--- src/rtl/app_req_master.sv ---
// app_req_master: issues one SDRAM controller burst per command.
// Writes drive seed+beat data; reads check returned data against the same pattern.
// Ports:
//   sdram_clk, reset          : clock, synchronous active-high reset
//   cmd_valid/ready, cmd_*    : command handshake, direction, address, length, seed
//   app_req*, app_req_ack     : controller request and acknowledge
//   app_wr_*, app_rd_*        : write data and enables, read data and valid
//   app_last_rd, app_last_wr  : controller end-of-burst markers
//   done, tmo                 : one-cycle completion pulse, timeout flag
//   err_cnt, err_clr          : saturating read-mismatch count and its clear
module app_req_master #(
  parameter int APP_AW = 26,
  parameter int APP_RW = 9,
  parameter int APP_DW = 32,
  parameter int APP_BW = 4,
  parameter int TMO_W  = 12
) (
  input  logic              sdram_clk,
  input  logic              reset,
  input  logic              cmd_valid,
  output logic              cmd_ready,
  input  logic              cmd_wr_n,
  input  logic [APP_AW-1:0] cmd_addr,
  input  logic [APP_RW-1:0] cmd_len,
  input  logic [APP_DW-1:0] cmd_seed,
  output logic              app_req,
  output logic [APP_AW-1:0] app_req_addr,
  output logic [APP_RW-1:0] app_req_len,
  output logic              app_req_wr_n,
  output logic              app_req_wrap,
  output logic [APP_DW-1:0] app_wr_data,
  output logic [APP_BW-1:0] app_wr_en_n,
  input  logic              app_req_ack,
  input  logic              app_wr_next_req,
  input  logic              app_rd_valid,
  input  logic [APP_DW-1:0] app_rd_data,
  input  logic              app_last_rd,
  input  logic              app_last_wr,
  output logic              done,
  output logic              tmo,
  output logic [15:0]       err_cnt,
  input  logic              err_clr
);

  typedef enum logic [2:0] {
    ST_IDLE,
    ST_REQ,
    ST_WDATA,
    ST_RDATA,
    ST_DONE
  } state_t;

  // Expiry fires on the (2^TMO_W-1)th consecutive idle cycle.
  localparam logic [TMO_W-1:0] WD_LAST =
    {{(TMO_W-1){1'b1}}, 1'b0};

  state_t              r_state;
  logic                r_wr_n;
  logic [APP_AW-1:0]   r_addr;
  logic [APP_RW-1:0]   r_len;
  logic [APP_RW-1:0]   r_beat;
  logic [APP_DW-1:0]   r_pat;
  logic [TMO_W-1:0]    r_wd;
  logic                r_app_req;
  logic                r_done;
  logic                r_tmo;
  logic [15:0]         r_err;

  logic                w_busy;
  logic                w_wr_beat;
  logic                w_rd_beat;
  logic                w_kick;
  logic                w_wd_exp;
  logic                w_mis;
  logic [APP_RW:0]     w_beat_nxt;
  logic                w_beat_end;

  assign w_busy = (r_state == ST_REQ) ||
                  (r_state == ST_WDATA) ||
                  (r_state == ST_RDATA);

  assign w_wr_beat = app_wr_next_req && !r_wr_n &&
                     ((r_state == ST_REQ) ||
                      (r_state == ST_WDATA));

  assign w_rd_beat = app_rd_valid &&
                     (r_state == ST_RDATA);

  assign w_kick = ((r_state == ST_REQ) && app_req_ack) ||
                  w_wr_beat || w_rd_beat;

  assign w_wd_exp = w_busy && !w_kick &&
                    (r_wd == WD_LAST);

  // r_pat always equals seed + beat_idx.
  assign w_mis = w_rd_beat && (app_rd_data != r_pat);

  assign w_beat_nxt = {1'b0, r_beat} + 1'b1;
  assign w_beat_end = (w_beat_nxt == {1'b0, r_len});

  always_ff @(posedge sdram_clk) begin
    if (reset) begin
      r_state   <= ST_IDLE;
      r_wr_n    <= 1'b0;
      r_addr    <= '0;
      r_len     <= '0;
      r_beat    <= '0;
      r_pat     <= '0;
      r_wd      <= '0;
      r_app_req <= 1'b0;
      r_done    <= 1'b0;
      r_tmo     <= 1'b0;
      r_err     <= '0;
    end else begin
      r_done <= 1'b0;

      if (err_clr)
        r_err <= '0;
      else if (w_mis && (r_err != 16'hFFFF))
        r_err <= r_err + 1'b1;

      if (w_busy)
        r_wd <= w_kick ? '0 : r_wd + 1'b1;

      if (w_wr_beat || w_rd_beat) begin
        r_beat <= r_beat + 1'b1;
        r_pat  <= r_pat + 1'b1;
      end

      unique case (r_state)
        ST_IDLE: begin
          if (cmd_valid) begin
            r_wr_n    <= cmd_wr_n;
            r_addr    <= cmd_addr;
            r_len     <= cmd_len;
            r_beat    <= '0;
            r_pat     <= cmd_seed;
            r_wd      <= '0;
            r_tmo     <= 1'b0;
            r_app_req <= (cmd_len != '0);
            r_state   <= (cmd_len == '0) ?
                         ST_DONE : ST_REQ;
          end
        end
        ST_REQ: begin
          if (w_wd_exp) begin
            r_app_req <= 1'b0;
            r_tmo     <= 1'b1;
            r_state   <= ST_DONE;
          end else if (app_req_ack) begin
            r_app_req <= 1'b0;
            r_state   <= r_wr_n ? ST_RDATA : ST_WDATA;
          end
        end
        ST_WDATA: begin
          // Beats may already be complete if the
          // controller pulled them before acking.
          if (w_wd_exp) begin
            r_tmo   <= 1'b1;
            r_state <= ST_DONE;
          end else if ((w_wr_beat && w_beat_end) ||
                       app_last_wr ||
                       (r_beat == r_len)) begin
            r_state <= ST_DONE;
          end
        end
        ST_RDATA: begin
          if (w_wd_exp) begin
            r_tmo   <= 1'b1;
            r_state <= ST_DONE;
          end else if (w_rd_beat &&
                       (w_beat_end || app_last_rd)) begin
            r_state <= ST_DONE;
          end
        end
        ST_DONE: begin
          r_done  <= 1'b1;
          r_state <= ST_IDLE;
        end
        default: r_state <= ST_IDLE;
      endcase
    end
  end

  assign cmd_ready    = (r_state == ST_IDLE);
  assign app_req      = r_app_req;
  assign app_req_addr = r_addr;
  assign app_req_len  = r_len;
  assign app_req_wr_n = r_wr_n;
  assign app_req_wrap = 1'b0;
  assign app_wr_data  = r_pat;
  assign app_wr_en_n  = '0;
  assign done         = r_done;
  assign tmo          = r_tmo;
  assign err_cnt      = r_err;

endmodule
--- config.mk ---
export PLATFORM = sky130hd
export DESIGN_NAME = app_req_master
export DESIGN_NICKNAME = d
export VERILOG_FILES = /design/src/rtl/app_req_master.sv
export SDC_FILE = /design/constraint.sdc
export NUM_CORES = 1
export LEC_CHECK = 0
export CORE_AREA = 2 2 112 114
export CTS_CLUSTER_SIZE = 28
export DETAILED_ROUTE_END_ITERATION = 8
export DIE_AREA = 0 0 114 116
export PLACE_DENSITY_LB_ADDON = 0.08
export SLEW_MARGIN = 10
export SYNTH_ARGS = -nofsm -noshare
export SYNTH_HDL_FRONTEND = slang
export SYNTH_SLANG_ARGS = --single-unit
--- constraint.sdc ---
create_clock -name sdram_clk -period 6.6 [get_ports sdram_clk]
set_input_delay 0.99 -clock sdram_clk [delete_from_list [all_inputs] [get_ports sdram_clk]]
set_output_delay 0.99 -clock sdram_clk [all_outputs]
set_load 0.03 [all_outputs]
== After elaboration in Yosys (flattened, before gate mapping) ==
Index checks and enable logic that the tools add are counted.

* Memories: 0
* Register bits after elaboration: 111
* Input port bits: 109
* Memory bits (writable): 0
* Output and inout bits: 93
* Bits in read-only memories: 0
* Word-level logic and storage cells: 89
* Bits in latches: 0

* Order comparisons: 0
* $mul: 0
* Bitwise logic cells: 0
* Reductions and logical operators: 31
* Mux-type cells: 28
* Eq/ne operators: 14
* Add/sub/neg operators: 5
* Shifts and indexed selects: 0
* Divide/modulo/power cells: 0

{| class="wikitable"
|+ Operators by type and width
! cell !! number
|-
| 32-bit 2-to-1 mux || 3
|-
| 12-bit 2-to-1 mux || 4
|-
| 32-bit by 1-bit adder with 32-bit output, second input constant || 1
|-
| 32-bit != test || 1
|-
| 9-bit 2-to-1 mux || 3
|-
| 3-bit 2-to-1 mux || 8
|-
| 16-bit by 1-bit adder with 16-bit output, second input constant || 1
|-
| 16-bit != test, second input constant || 1
|-
| 12-bit by 1-bit adder with 12-bit output, second input constant || 1
|-
| 12-bit == test, second input constant || 1
|-
| 3-bit one-hot mux with 4 select lines || 1
|-
| 9-bit by 1-bit adder with 10-bit output, second input constant || 1
|-
| 10-bit by 9-bit == test with 1-bit output || 1
|-
| 1-bit logical AND || 10
|-
| 9-bit by 1-bit adder with 9-bit output, second input constant || 1
|-
| 9-bit == test || 1
|-
| 9-bit logical NOT || 1
|-
| 9-bit nonzero test || 1
|-
| 1-bit logical OR || 8
|-
| 1-bit 2-to-1 mux || 7
|-
| 3-bit by 2-bit == test with 1-bit output, second input constant || 2
|-
| 3-bit by 2-bit != test with 1-bit output, second input constant || 2
|-
| 3-bit AND reduction || 2
|-
| 1-bit one-hot mux with 2 select lines || 2
|-
| other kinds (12) || 14
|}

== Longest topological paths before layout ==
Gate-level depths: netlist of the first run.

* Word-level depth: 10
* Mapped depth: 9
* Gate-level depth less buffers: 9

== Least setup slack after synthesis of the first run ==
OpenSTA, ideal clock, no wires.

* Path kind: input to register
* Start point: in app_wr_next_req
* End point: reg r_pat[22] (netlist: app_wr_data[22])
* Setup time: 86 ps
* Data required time: 6514 ps
* Path buffers: 1
* Setup slack: 3844 ps
* Data arrival time: 2670 ps
* Cell stages on the path: 8
* Cells stage by stage: nor2b_1 nand3b_1 a2111o_1 buf_2 nor3_2 nand4_1 xor2_1 a211oi_1

* Cells in the longest elaborated chain, start to end: 6

{| class="wikitable"
|+ RTL lines
! element !! RTL line !! text
|-
| start: declaration || 34 || <nowiki>input logic app_wr_next_req,</nowiki>
|-
| 1-bit logical AND (*) (2 in series) || 82 || <nowiki>assign w_wr_beat = app_wr_next_req && !r_wr_n &&</nowiki>
|-
| 1-bit logical OR (*) || 125 || <nowiki>if (w_wr_beat || w_rd_beat) begin</nowiki>
|-
| 32-bit 2-to-1 mux (*) || 125 ||
|-
| 32-bit 2-to-1 mux || 132 || <nowiki>if (cmd_valid) begin</nowiki>
|-
| 32-bit 2-to-1 mux (*) || 130 || <nowiki>unique case (r_state)</nowiki>
|-
| end signal: assignment || 127 || <nowiki>r_pat <= r_pat + 1'b1;</nowiki>
|-
| end signal: assignment || 137 || <nowiki>r_pat <= cmd_seed;</nowiki>
|-
| end: declaration || 62 || <nowiki>logic [APP_DW-1:0] r_pat;</nowiki>
|}

Every way passes the cells marked *; elsewhere a longest branch is shown, timed or not.
A chain may end at the register's enable or synchronous reset.

== Worst setup path after layout of the first run ==
* Start point: in app_wr_next_req
* End point: reg r_pat[24] (netlist: app_wr_data[24])

The elaborated chain is that of the path after synthesis.

==> results.sh, run 1 <==
export IMPL_status="finished, final reports clean"
export IMPL_tightest_slew_ps=1160
export IMPL_synth_ff_type="dfxtp_1"
export IMPL_antenna_found_initial=0
export IMPL_cp_required_ps=6870
export IMPL_clkLatencyLatePin_ps=360
export IMPL_power_density_nw_per_um2=318
export IMPL_hold_violations=0
export IMPL_fill_cells=1007
export IMPL_finalNetCount=1008
export IMPL_routed_wl_mm=17.0
export IMPL_drc=0
export IMPL_period_needed_ps=3360
export IMPL_final_layout_size_suffix_gt1_share_pct=3.34
export IMPL_boundaryPins=202
export IMPL_crit_path_end_kind="flop"
export IMPL_start_util_pct=48.7
export IMPL_synth_area_leaders="dfxtp_1, xor2_1, nand2_1"
export IMPL_power_uw=2560
export IMPL_cts_made_buffers=9
export IMPL_setup_viol=0
export IMPL_grt_usage_pct=25.3
export IMPL_cp_max_fo=10
export IMPL_hpwlAfterDp_mm=12.6
export IMPL_path_class="input pin to flop"
export IMPL_first_pass_iters=5
export IMPL_slew_limit_headroom_pct=22.4
export IMPL_syn2layout_area_growth_pct=39.0
export IMPL_reg2reg_depth=4
export IMPL_multi_input_area_sq_um=3380
export IMPL_seqCellArea_sq_um=2220
export IMPL_die_h_um=116
export IMPL_leakage_uw=0.00296
export IMPL_routedWlPerCell_um=16.3
export IMPL_fmax_ghz=0.298
export IMPL_viasPerCell=5.53
export IMPL_port_buffer_count=196
export IMPL_tns_ps=0
export IMPL_netlist_area_sq_um=5800
export IMPL_cts_tree="done"
export IMPL_worst_path_max_delay_cell="nor3_2"
export IMPL_ant_nets=0
export IMPL_clk_path_buf_depth=2
export IMPL_core_area_sq_um=11900
export IMPL_synth_largest_area_cell="dfxtp_1"
export IMPL_grt_pass1_vias=5497
export IMPL_drt_iter0_drc=410
export IMPL_post_cts_setup_buffers=0
export IMPL_async_reset_ff_share_pct=0
export IMPL_clock_sinks=111
export IMPL_ys_warn_count=0
export IMPL_die_w_um=114
export IMPL_num_vias=5785
export IMPL_synth_yosys_seq_area_share_pct=38.3
export IMPL_hold_depth=2
export IMPL_cts_hold_buffers_added=0
export IMPL_cts_resized=0
export IMPL_max_stage_delay_ps=600
export IMPL_slew_viol_final=0
export IMPL_rsz0062_at_grt="no"
export IMPL_worstPathArrival_ps=3620
export IMPL_grt_start_max_net_pins=102
export IMPL_fin_worst_skew_ps=8.22
export IMPL_crit_chain="clkdlybuf4s50_1 > nor2b_1 > nand3b_1 > a2111o_1 > nor3_2 > nand3_1 > xor2_1 > a211oi_1"
export IMPL_cts_root_buf="clkbuf_16"
export IMPL_worstHoldPathType="flop to flop"
export IMPL_grt_overflow=0
export IMPL_synth_top_area_share_pct=38.3
export IMPL_synth_cells=727
export IMPL_maxCapViolCount=0
export IMPL_fin_crit_sh_pct=50.9
export IMPL_htree_levels=3
export IMPL_start_kind="input pin"
export IMPL_synth_seq_cells=111
export IMPL_ir_drop_uv=184
export IMPL_diodes=0
export IMPL_place_congestion=0.869
export IMPL_clk_pin_slew_worst_paths_ps=70
export IMPL_num_rows=40
export IMPL_synth_edf_count=0
export IMPL_syn_avg_cell_area_sq_um=7.98
export IMPL_grt_pass1_wl_mm=26.7
export IMPL_dieArea_sq_um=13200
export IMPL_synth_distinct_cells=58
==> sequential cells by signal, summed over array words and instances (netlist names) <==
signal and flops:
app_req_len 9, done 1, r_state 3, err_cnt 16, r_beat 9, app_wr_data 32
r_wd 12, tmo 1, app_req 1, app_req_addr 26, app_req_wr_n 1
==> cells by family (layout without fill, tap and decap cells) <==
family / after synthesis / in the layout / share of synthesized area [%]
AOI/OAI and AO/OA: 138 / 138 / 15.2
adders and majority gates: 5 / 5 / 1.08
and+or+nand+nor: 327 / 327 / 27.5
other: 1 / 5 / 0.0647
xor gates and xnor gates: 92 / 92 / 13.9
buffers and inverters: 52 / 220 / 3.75
muxes: 1 / 1 / 0.173
DFF: 111 / 111 / 38.3
==> worst paths after layout <==
check	slack, ps	endpoint	from
min	450	tmo$_SDFFE_PP0P_	tmo$_SDFFE_PP0P_
min reg2reg	450	tmo$_SDFFE_PP0P_	tmo$_SDFFE_PP0P_
max	3240	app_wr_data[24]$_SDFF_PP0_	app_wr_next_req
max reg2reg	3630	r_wd[0]$_SDFF_PP0_	r_state[2]$_SDFFE_PP0P_
==> per-stage QoR <==
stage	setup slack [ps]	cell area, sq um	util [%]	hold WS (ps)	std cells
finish	3240	8060	67.6	452	1046
global placement	3030	7780	65.3	435	1030
detailed placement	2900	7780	65.3	442	1030
global route	3070	8060	67.6	477	1046
floorplan	3840	5810	-	463	731
CTS	3280	8060	67.6	454	1046
==> synthesized netlist by cell type (2+ instances only) <==
master     number
and3_1         24
dfxtp_1       111
nor3b_1         8
nand2b_1        5
nand4_1        13
a31oi_1         3
and2_1          5
clkbuf_1       37
nor3_1         10
xor2_1         61
xnor2_1        31
nor4b_1         4
buf_2           3
nor2_1         88
nor4_1         13
a21o_1          2
and4_1          6
nor2b_1         2
a41o_1          2
a21oi_1        59
o2111ai_1       2
a211oi_1       29
ha_1            5
a311oi_1        6
or3_1           7
o21ai_0        16
inv_1           7
buf_4           5
nand3_1        23
nand3b_1        2
or2_2           3
a31o_2          4
nand2_1       106
==> cells in the final DEF, fill, tap and decap left out, drive strengths merged, types with 5 or more instances in the layout <==
master,n
inv,10
nor4,14
nand4,14
and3,24
nand2,107
ha,5
o21ai,17
or3,8
nor3,11
a311oi,6
clkdlybuf4s50,195
conb,5
and4,6
nor3b,8
and2,5
nor2,88
a21oi,59
nand2b,5
xnor2,31
nand3,23
clkbuf,10
dfxtp,111
a211oi,29
xor2,61
==> where the power goes <==
group          internal [uW]  total (uW)  switching, uW
Clock                    263         528            265
Sequential               784         959            175
Combinational            439        1070            635
==> metal layers <==
layer | wire length, um | vias up | share of wire (%) | GRT usage, %
met5 | 0 | - | 0 | 0
met4 | 404 | 0 | 2.4 | 10.7
met3 | 1250 | 28 | 7.3 | 7.27
met2 | 8350 | 194 | 49 | 42.3
met1 | 7020 | 2692 | 41 | 30.5
li1 | - | 2871 | - | -
==> critical path, delay by kind of cell <==
family	cells	cell delay (ps)
simple gates	4	1120
buf+inv	1	500
xor+xnor	1	180
compound gates	2	830
==> layout make-up <==
type / instances / share of cell area [%]
flip-flops and latches: 111 / 27.6
inverters: 7 / 0.326
repair buffers: 197 / 24.4
well taps: 147 / 2.28
clock buffers: 10 / 2.84
clock inverters: 6 / 0.637
multi-input cells: 568 / 42.0
Power figures use the tool's default switching activity.
==> run 2: changes to the inputs <==
- CORE_AREA: 2 2 112 114 -> 2 2 122 124
- DIE_AREA: 0 0 114 116 -> 0 0 124 126
- clock period: 6.6 -> 2.97 ns (I/O delays scaled with it)
==> run 2 against run 1 <==
  * First-iteration DRC count is 15% lower
  * Count of clock-buffer cells in the layout is 1 lower
  * Clock skew is 1.7 ps higher
  * Die area is 18% higher
  * Final cell count is 5.0% higher
  * Sequential share of layout area is 0.65 points lower
==> results.sh, run 2 (synthesized netlist as in run 1, its figures left out) <==
export IMPL_largest_reg_flops=32
export IMPL_grt_pass1_vias=5836
export IMPL_crit_buf_inv=1
export IMPL_slew_viol_final=0
export IMPL_status="finished, final reports clean"
export IMPL_worst_path_max_delay_cell="clkdlybuf4s50_1"
export IMPL_boundaryPins=202
export IMPL_r2r_slack_ps=550
export IMPL_leakage_uw=0.00305
export IMPL_post_cts_setup_buffers=0
export IMPL_power_density_nw_per_um2=713
export IMPL_layout_common_cells="clkdlybuf4s50_1, dfxtp_1, nand2_1"
export IMPL_hold_slack_ps=456
export IMPL_grt_start_max_net_pins=72
export IMPL_worstPathArrival_ps=2180
export IMPL_worstHoldStart="tmo$_SDFFE_PP0P_"
export IMPL_drt_iter0_drc=349
export IMPL_ant_nets=0
export IMPL_viasPerCell=5.33
export IMPL_routedWlPerCell_um=16.3
export IMPL_cts_hold_buffers_added=0
export IMPL_die_w_um=124
export IMPL_ir_drop_uv=355
export IMPL_first_pass_iters=4
export IMPL_timing_rr_start="r_state[1]$_SDFFE_PP0P_"
export IMPL_cp_startpoint="r_state[0]$_SDFFE_PP0P_"
export IMPL_fin_crit_sh_pct=88.3
export IMPL_period_needed_ps=2620
export IMPL_pre_cts_ws_ps=190
export IMPL_htree_levels=3
export IMPL_cts_resized=0
export IMPL_antenna_found_initial=0
export IMPL_tns_ps=0
export IMPL_timing_rr_end="app_wr_data[17]$_SDFF_PP0_"
export IMPL_die_h_um=126
export IMPL_final_layout_size_suffix_gt1_share_pct=5.03
export IMPL_clk_path_buf_depth=2
export IMPL_worstHoldPathType="flop to flop"
export IMPL_max_stage_delay_ps=770
export IMPL_hold_violations=0
export IMPL_place_congestion=0.942
export IMPL_clock_sinks=111
export IMPL_slew_limit_headroom_pct=54.6
export IMPL_hpwlAfterDp_mm=13.5
export IMPL_fmax_ghz=0.382
export IMPL_tightest_slew_ps=681
export IMPL_cts_tree="done"
export IMPL_crit_chain="nor3_1 > clkdlybuf4s50_1"
export IMPL_final_common_cell="clkdlybuf4s50_1"
export IMPL_syn2layout_area_growth_pct=42.3
export IMPL_num_vias=5856
export IMPL_setup_viol=0
export IMPL_dieArea_sq_um=15600
export IMPL_finalNetCount=1023
export IMPL_fin_ws_ps=349
export IMPL_start_kind="flop"
export IMPL_port_buffer_count=196
export IMPL_clk_pin_slew_worst_paths_ps=80
export IMPL_cp_max_fo=16
export IMPL_grt_usage_pct=23.2
export IMPL_cp_required_ps=2520
export IMPL_fin_worst_skew_ps=9.92
export IMPL_final_util_pct=57.7
export IMPL_path_class="flop to primary output"
export IMPL_hold_depth=2
export IMPL_rsz0062_at_grt="no"
export IMPL_routed_wl_mm=17.9
export IMPL_path_delay_family="buffers and inverters"
export IMPL_clkLatencyLatePin_ps=360
export IMPL_maxCapViolCount=0
export IMPL_holdPathEnd="tmo$_SDFFE_PP0P_"
export IMPL_start_util_pct=40.5
export IMPL_reg2reg_depth=8
export IMPL_core_area_sq_um=14300
export IMPL_cts_root_buf="clkbuf_16"
export IMPL_num_rows=44
export IMPL_grt_overflow=0
export IMPL_crit_path_end_kind="primary output"
export IMPL_diodes=0
export IMPL_drc=0
export IMPL_cts_made_buffers=9
export IMPL_grt_pass1_wl_mm=28.8
## run 2: cell count changes in the layout (fill, tap and decap cells not counted)
cell      delta
clkinv_2     -1
inv_8        +3
inv_6        -1
buf_12       +1
clkinv_8     +1
clkbuf_1     -1
buf_4       +14
clkinv_4     -1
## run 2: area by class of cell
| type | count | area (sq um) |
|---|---|---|
| well taps | 184 | 230 |
| inverters | 7 | 26.3 |
| flip-flops and latches | 111 | 2220 |
| multi-input cells | 568 | 3380 |
| clock inverters | 7 | 78.8 |
| repair buffers | 212 | 2090 |
| clock buffers | 9 | 225 |
| fillers | 1318 | 6060 |
## run 2: worst max-delay path by stage
stage,endpoint,slack (ps),cells after the start
after floorplan,app_wr_data[25]$_SDFF_PP0_,610,6
after global placement,app_wr_data[27]$_SDFF_PP0_,280,9
after detailed placement,app_wr_data[17]$_SDFF_PP0_,190,9
after CTS,cmd_ready,340,2
after global routing,cmd_ready,270,2
final,cmd_ready,350,2
## run 2: stage by stage
step | power (uW) | instances | area [sq um]
after floorplan | 3600 | 731 | 5810
after global placement | 4630 | 1082 | 7950
after detailed placement | 4670 | 1082 | 7950
after CTS | 5930 | 1098 | 8250
after global routing | 6230 | 1098 | 8250
final | 5880 | 1098 | 8250
## run 2: layer usage
metal  wire, um  part of all wire (%)  GRT usage (%)
met5          0                     0              0
met2       8630                    48           39.2
met4        408                   2.3           7.01
met1       7820                    44           28.7
met3        993                   5.6           6.20
## run 2: report_power, final
part	switching (uW)	internal [uW]	leakage, uW	total, uW
Sequential	366	1740	0.000908	2110
Clock	630	606	0.000151	1240
Combinational	1500	1040	0.00199	2540
Total	2490	3390	0.00305	5880
## run 2: tightest hold or removal path, delay by kind of cell (launching register included)
kind	cells	cell delay, ps
AO/OA/AOI/OAI	1	50
buffers and inverters	1	50
flip-flops	1	310
==> run 3: changes to the inputs <==
==> constraint.sdc (replaced) <==
create_clock -name sdram_clk -period 2.97 [get_ports sdram_clk]
set_input_delay 0.4455 -clock sdram_clk [delete_from_list [all_inputs] [get_ports sdram_clk]]
set_output_delay 0.4455 -clock sdram_clk [all_outputs]
set_load 0.05 [all_outputs]
==> run 3 against run 2 <==
  * Sequential share of layout area barely moved
  * Final area fell by 0.15%
  * Largest cell class unchanged
  * Register-to-register slack is essentially flat
  * Power is 5.6% higher
  * Worst hold slack got worse by 8.3 ps
  * Via count shrank 0.39%
  * Non-clock buffer count fell by 1
  * Maximum frequency shrank 5.2%
  * Clock skew shrank 1.8 ps
  * Global-route usage is 0.31 points lower
  * Largest power group unchanged
==> results.sh, run 3 (synthesized netlist as in run 1, its figures left out) <==
export IMPL_num_rows=44
export IMPL_core_area_sq_um=14300
export IMPL_first_pass_iters=4
export IMPL_leakage_uw=0.00304
export IMPL_final_common_cell="clkdlybuf4s50_1"
export IMPL_layout_common_cells="clkdlybuf4s50_1, dfxtp_1, nand2_1"
export IMPL_worstHoldPathType="flop to flop"
export IMPL_period_needed_ps=2760
export IMPL_boundaryPins=202
export IMPL_largest_reg_flops=32
export IMPL_worstPathArrival_ps=2320
export IMPL_place_congestion=0.918
export IMPL_cts_made_buffers=9
export IMPL_power_density_nw_per_um2=754
export IMPL_syn2layout_area_growth_pct=42.1
export IMPL_clkLatencyLatePin_ps=360
export IMPL_cts_hold_buffers_added=0
export IMPL_slew_viol_final=0
export IMPL_grt_start_max_net_pins=72
export IMPL_tightest_slew_ps=686
export IMPL_post_cts_setup_buffers=0
export IMPL_hpwlAfterDp_mm=13.3
export IMPL_cp_required_ps=2520
export IMPL_fin_crit_sh_pct=93.1
export IMPL_hold_slack_ps=447
export IMPL_cts_resized=0
export IMPL_grt_pass1_vias=5689
export IMPL_slew_limit_headroom_pct=54.3
export IMPL_routedWlPerCell_um=16.1
export IMPL_drc=0
export IMPL_path_class="flop to primary output"
export IMPL_drt_iter0_drc=316
export IMPL_status="finished, final reports clean"
export IMPL_dieArea_sq_um=15600
export IMPL_clk_pin_slew_worst_paths_ps=80
export IMPL_rsz0062_at_grt="no"
export IMPL_crit_path_end_kind="primary output"
export IMPL_setup_viol=0
export IMPL_cts_root_buf="clkbuf_16"
export IMPL_die_h_um=126
export IMPL_routed_wl_mm=17.7
export IMPL_ir_drop_uv=406
export IMPL_final_layout_size_suffix_gt1_share_pct=4.93
export IMPL_start_kind="flop"
export IMPL_grt_overflow=0
export IMPL_cts_tree="done"
export IMPL_fmax_ghz=0.362
export IMPL_tns_ps=0
export IMPL_diodes=0
export IMPL_viasPerCell=5.32
export IMPL_grt_pass1_wl_mm=28.3
export IMPL_finalNetCount=1022
export IMPL_maxCapViolCount=0
export IMPL_port_buffer_count=196
export IMPL_htree_levels=3
export IMPL_final_util_pct=57.6
export IMPL_fin_worst_skew_ps=8.16
export IMPL_die_w_um=124
export IMPL_hold_violations=0
export IMPL_start_util_pct=40.5
export IMPL_clock_sinks=111
export IMPL_antenna_found_initial=0
export IMPL_clk_path_buf_depth=2
export IMPL_ant_nets=0
export IMPL_cp_max_fo=16
export IMPL_num_vias=5833
export IMPL_power_uw=6210
export IMPL_grt_usage_pct=22.9
==> run 3: cell types whose count changed in the layout (fill, tap and decap cells not counted) <==
cell	previous run	this run
inv_8	4	2
buf_4	15	14
clkinv_4	1	2
inv_6	1	2
==> run 3: per-stage QoR <==
| step | setup slack [ps] | area [sq um] | instances |
|---|---|---|---|
| final | 206 | 8240 | 1097 |
| after global routing | 132 | 8240 | 1097 |
| after detailed placement | 259 | 7940 | 1081 |
| after CTS | 189 | 8240 | 1097 |
| after global placement | 302 | 7940 | 1081 |
| after floorplan | 225 | 5810 | 731 |
==> run 3: worst paths after layout <==
| kind | cells past startpoint | end | slack (ps) | start |
|---|---|---|---|---|
| worst min-delay path | 2 | tmo$_SDFFE_PP0P_ | 450 | tmo$_SDFFE_PP0P_ |
| worst max register to register | 7 | r_state[2]$_SDFFE_PP0P_ | 540 | r_beat[0]$_SDFF_PP0_ |
| worst min register to register | 2 | tmo$_SDFFE_PP0P_ | 450 | tmo$_SDFFE_PP0P_ |
| worst max-delay path | 2 | cmd_ready | 210 | r_state[0]$_SDFFE_PP0P_ |
==> run 3: per-layer routing <==
layer	share of wire [%]	vias up	global-route usage, %
li1	-	2890	-
met4	2.5	0	7.27
met5	0	-	0
met1	43	2709	28.7
met3	6.5	29	6.61
met2	48	205	37.7
==> run 3: power breakdown <==
group / internal (uW) / total [uW] / switching (uW)
Combinational: 1030 / 2890 / 1860
Clock: 599 / 1220 / 624
Sequential: 1740 / 2100 / 360
Total: 3370 / 6210 / 2840
==> run 3: critical path, cell delays in order, from the launching register on <==
cell	delay, ps
dfxtp_1	500
nor3_1	550
clkdlybuf4s50_1	910
==> run 3: area by class of cell <==
cell class	count	area, sq um
flip-flops and latches	111	2220
multi-input cells	568	3380
clock inverters	7	73.8
repair buffers	211	2080
well taps	184	230
fillers	1332	6070
inverters	7	26.3
clock buffers	9	225
